File: src/rtl/sat_pkg.sv
// Shared WalkSAT/probSAT core constants and the literal index format.
// A literal index is the variable number with the negation bit appended as its LSB.
package sat_pkg;

   localparam int MAX_CLAUSES_PER_VARIABLE = 20;
   localparam int LITERAL_ADDRESS_WIDTH    = 11;
   localparam int Nv                       = 32;
   localparam int NvLog2                   = 5;
   localparam int AT_SIZE                  = 2 * Nv;

   typedef struct packed {
      logic [LITERAL_ADDRESS_WIDTH-1:0] var_num;
      logic                             neg;
   } literal_index_t;

   function automatic literal_index_t literal_to_index(
      input logic [LITERAL_ADDRESS_WIDTH-1:0] var_num,
      input logic                             neg
   );
      literal_index_t idx;
      idx.var_num = var_num;
      idx.neg     = neg;
      return idx;
   endfunction

endpackage

File: src/rtl/addr_translation_table.sv
// Literal-to-clause-storage translation table: registered lookup of base address and slot mask.
// Contents are re-initialised by reset; out-of-range literals read back as zero.
module addr_translation_table
   import sat_pkg::*;
(
   input  logic                                clk,
   input  logic                                reset,
   input  logic [LITERAL_ADDRESS_WIDTH:0]      index_i,
   output logic [LITERAL_ADDRESS_WIDTH-1:0]    address_o,
   output logic [MAX_CLAUSES_PER_VARIABLE-1:0] mask_o
);

   logic [LITERAL_ADDRESS_WIDTH-1:0]    internal_address_field [AT_SIZE];
   logic [MAX_CLAUSES_PER_VARIABLE-1:0] internal_mask_field    [AT_SIZE];

   literal_index_t                      lit;
   logic                                in_range;
   logic [NvLog2:0]                     entry;
   logic [LITERAL_ADDRESS_WIDTH-1:0]    address_d, address_q;
   logic [MAX_CLAUSES_PER_VARIABLE-1:0] mask_d, mask_q;

   assign lit = index_i;

   // var_num < Nv is the same test as index_i < AT_SIZE, covering every high bit.
   always_comb begin
      in_range  = (lit.var_num < LITERAL_ADDRESS_WIDTH'(Nv));
      entry     = {lit.var_num[NvLog2-1:0], lit.neg};
      address_d = '0;
      mask_d    = '0;
      if (in_range) begin
         address_d = internal_address_field[entry];
         mask_d    = internal_mask_field[entry];
      end
   end

   // Table only changes on reset; between resets it holds whatever was loaded into it.
   always_ff @(posedge clk) begin
      if (reset) begin
         for (int unsigned i = 0; i < AT_SIZE; i++) begin
            internal_address_field[i] <= LITERAL_ADDRESS_WIDTH'(i);
            internal_mask_field[i]    <= {MAX_CLAUSES_PER_VARIABLE{i[0]}};
         end
      end
   end

   always_ff @(posedge clk) begin
      if (reset) begin
         address_q <= '0;
         mask_q    <= '0;
      end else begin
         address_q <= address_d;
         mask_q    <= mask_d;
      end
   end

   assign address_o = address_q;
   assign mask_o    = mask_q;

endmodule

File: config.mk
export PLATFORM = sky130hd
export DESIGN_NAME = addr_translation_table
export DESIGN_NICKNAME = d
export VERILOG_FILES = /design/src/rtl/sat_pkg.sv /design/src/rtl/addr_translation_table.sv
export SDC_FILE = /design/constraint.sdc
export NUM_CORES = 1
export LEC_CHECK = 0
export ABC_CLOCK_PERIOD_IN_PS = 1160
export CAP_MARGIN = 20
export CORE_MARGIN = 3
export CORE_UTILIZATION = 23
export DETAILED_ROUTE_END_ITERATION = 10
export PLACE_DENSITY = 0.72
export SETUP_SLACK_MARGIN = 0.5
export SLEW_MARGIN = 5
export SYNTH_ARGS = -nofsm -noshare
export SYNTH_HDL_FRONTEND = slang
export SYNTH_SLANG_ARGS = --single-unit
File: constraint.sdc
create_clock -name clk -period 1.16 [get_ports clk]
set_input_delay 0.348 -clock clk [delete_from_list [all_inputs] [get_ports clk]]
set_output_delay 0.348 -clock clk [all_outputs]
set_load 0.05 [all_outputs]
* Word level (Yosys, flattened, before mapping) *
Memories as Yosys holds them, arrays and structs flattened. A register that Yosys moved wholly into a read port is not among the register bits.
Cells that the tools add are included.

storage, ports and cells
  register bits after elaboration = 11
  RAM bits = 1664
  bits of input ports = 14
  output and inout bits = 31
  logic and storage cells = 8
  memories = 2

memories
  name                    depth  width  rd ports  clocked after memory_dff  wr ports  line                          source
  internal_mask_field     64     20     1         1                         64        addr_translation_table.sv:14  logic [MAX_CLAUSES_PER_VARIABLE-1:0] internal_mask_field [AT_SIZE];
  internal_address_field  64     6      1         1                         64        addr_translation_table.sv:13  logic [LITERAL_ADDRESS_WIDTH-1:0] internal_address_field [AT_SIZE];

operators by class
  order comparisons = 1
  mux-type cells = 2
  bitwise gates (word level) = 1
  reductions and logical operators = 1

operator list
  kind                 count
  $lt 11x6->1 const B  1
  $mux 1               2
  $reduce_or 2->1      1
  $not 1->1            1

* Logic depth before layout (Yosys ltp) *
Gate-level depths: netlist of the first run.

  depth after elaboration = 3
  mapped depth = 2
  mapped depth without buffers = 2

* Least setup slack after synthesis of the first run *
No wires, ideal clock.

  path kind = register -> output
  start = register mask_o[18] (netlist name)
  end = output mask_o[0]
  arrival = 1.248 ns
  path slack = -0.436 ns
  stages on the path, launching flop included = 2
  cell sequence = dfxtp_1 > buf_4

RTL lines
  what       line                          source
  to (decl)  addr_translation_table.sv:10  output logic [MAX_CLAUSES_PER_VARIABLE-1:0] mask_o

==> summary.txt, run 1 <==
Status
  • Status: finished with violations
  • Violated checks: setup timing

Floorplan
  • Cell Rows: 14
  • IO Pins: 45
  • Die Ht: around 48 µm
  • Die Wd: 47.53 µm
  • Core footprint: around 1600 µm²
  • Initial core utilization: 0.2544
  • Full die area: 2259 µm²

Global routing
  • Initial antenna violation count: 0
  • All-Layer GR Usage: 0.07569
  • Largest net degree at the start of global routing: 9
  • Vias in the first global route: approximately 330
  • Total global routing overflow: 0
  • Global-route wire length before repair: 1.186 mm

Synth
  • Post-Syn Instances: 40
  • Yosys reg bits: 6
  • Leading area contributor after synthesis: buf_4
  • Post-synth top cells: buf_4, and4b_1, dfxtp_1
  • Post-synth EDFFs: 0
  • Cell Area, Synth: 396.6 µm²
  • Area contributors post-synth: buf_4, dfxtp_1, and4b_1, nor4_4, conb_1
  • Synth top area share: 0.4732
  • Seq/Total Area, Yosys: 0.3028
  • FFs w/ async S/R, synth: 0
  • Main synth FF type: dfxtp_1
  • Yosys warning count: 0
  • Post-Syn Area per Cell: 9.916 µm²
  • Count leader, synth: buf_4
  • Synth cell types: 6

Timing
  • Final Setup Violations: 21
  • Setup TNS: -2.379 ns
  • Min cycle time layout: between 1 and 1.5 ns
  • Final Cycle Share: 1.107
  • PnR worst setup slack: -0.1237 ns
  • Maximum achievable frequency: 779.0 MHz
  • Final hold vios: 0
  • Hold WS: 0.4409 ns
  • Slew Limit Fails: 0
  • RSZ-0062 raised after global routing: true

Worst setup path
  • Slowest cell on the critical path: dfxtp_4
  • CP Depth: 2
  • CP top delay family: flip-flops
  • Crit path kind: reg -> out
  • Crit-path max cell delay: 0.39 ns
  • WP data arrival: between 0.9 and 1 ns
  • Crit end category: output pin
  • Worst path cell trace: buf_12 > buf_12
  • Bufs and invs on worst path: 2
  • Critical-path maximum fanout: 8
  • Worst path required time: 0.81 ns
  • Most frequent CP cell: buf_12
  • Critical path startpoint category: flip-flop

Layout
  • Antenna fix cells: 0
  • Filler instances: 110
  • Layout area overhead: 151.1%
  • Share of cells above drive strength 1: 0.6719
  • Net count, final: 80
  • Final Non-Filler Cells: 80

Power
  • Power per standard cell area: 496.6 nW/µm²
  • Maximum VDD drop: roughly 0.43 mV
  • Leakage power total: ~0.42 nW
  • Total power: 0.4946 mW

Min path
  • Hold Crit Endpoint: address_o[4]
  • Hold path depth: 3
  • Min-delay src: index_i[7]
  • Hold Crit Class: in -> reg

Placement
  • Port Buffers: 39
  • Gpl congestion: between 0.5 and 0.6
  • Placed cells: between 70 and 80

Routing
  • Vias/cell: 4.175
  • Routed WL per cell: approximately 11 µm
  • Starting DRC count in detailed routing: 2
  • Vias: ~330
  • DR pass1 iterations: 4
  • Number of nets with antenna violations after routing: 0
  • WL final: 877 µm
  • # DRC: 0

Clocking
  • Clk root buf: clkbuf_4
  • Clock Tree Buf Depth: 2
  • Clock net sink count: 6
  • # H-tree levels: 1
  • Cts bufs inserted: 3
  • Clock transition at path regs: 0.05 ns
  • CTS tree: yes
  • Hold-fix buffers at CTS: 0

Job
  • Max Cap Violations: 0
==> state kept, by name, summed over array words and instances (netlist names) <==
signal	cells
address_o	5
mask_o	1
==> stage by stage <==
stage	setup WS (ns)	cell area [µm²]	util
2_1_floorplan	0.04814	434.2	-
3_3_place_gp	-0.2651	977.2	0.6268
3_5_place_dp	-0.3415	977.2	0.6268
4_1_cts	-0.1339	996.0	0.6388
5_1_grt	-0.1497	996.0	0.6388
6_report	-0.1237	996.0	0.6388
==> kinds of logic after synthesis <==
kind of cell,after synthesis,share of synthesized area
buffers and inverters,25,0.4732
and+or+nand+nor,8,0.2145
DFF,6,0.3029
other,1,0.009455
==> worst max-delay path by stage <==
stage                   end       start  slack, ns
6_report         mask_o[10]  mask_o[18]      -0.12
5_1_grt           mask_o[3]  mask_o[18]      -0.15
4_1_cts          mask_o[10]  mask_o[18]      -0.13
3_5_place_dp     mask_o[18]  index_i[9]      -0.34
3_3_place_gp   address_o[1]  index_i[9]      -0.27
2_1_floorplan     mask_o[0]  mask_o[18]       0.05
==> area by class of cell <==
cell class / count / area, µm² / share of cell area
clock buffer: 3 / 22.52 / 0.02261
multi-input combinational: 13 / 106.4 / 0.1068
tap: 16 / 20.02 / 0.02010
timing repair buffer: 42 / 704.4 / 0.7073
sequential: 6 / 142.6 / 0.1432
==> layout by cell type, fill, tap and decap left out, types with 2 or more instances in the layout <==
cell and instances:
dlygate4sd2_1 3, clkdlybuf4s50_1 6, and4b_1 6, buf_12 29, conb_1 5, clkbuf_4 3
dfxtp_4 6, buf_6 2
==> metal layers <==
metal	GRT usage	part of all wire	up-vias
li1	-	-	151
met1	0.04474	0.23	146
met2	0.1524	0.53	37
met3	0.06015	0.23	0
met4	0.03315	0	0
met5	0	0	-
==> repair_timing <==
action	CTS	global route
gates resized for setup	20	0
buffers inserted	0	0
endpoints found under the setup margin	32	32
endpoints found under the hold margin	0	0
pin swaps	3	2
==> power breakdown <==
group	internal [mW]	switching (mW)	leakage [nW]	total, mW
Clock	0.117	0.0700	0.0138	0.187
Combinational	0.0496	0.0635	0.353	0.113
Sequential	0.194	0.000718	0.0532	0.195
Total	0.360	0.134	0.420	0.495
Power figures use the tool's default switching activity.
==> run 2: changes to the inputs <==
CAP_MARGIN = 10   (was 20)
==> results of run 2 <==
Final layout, timing and power as in run 1 (identical DEF).
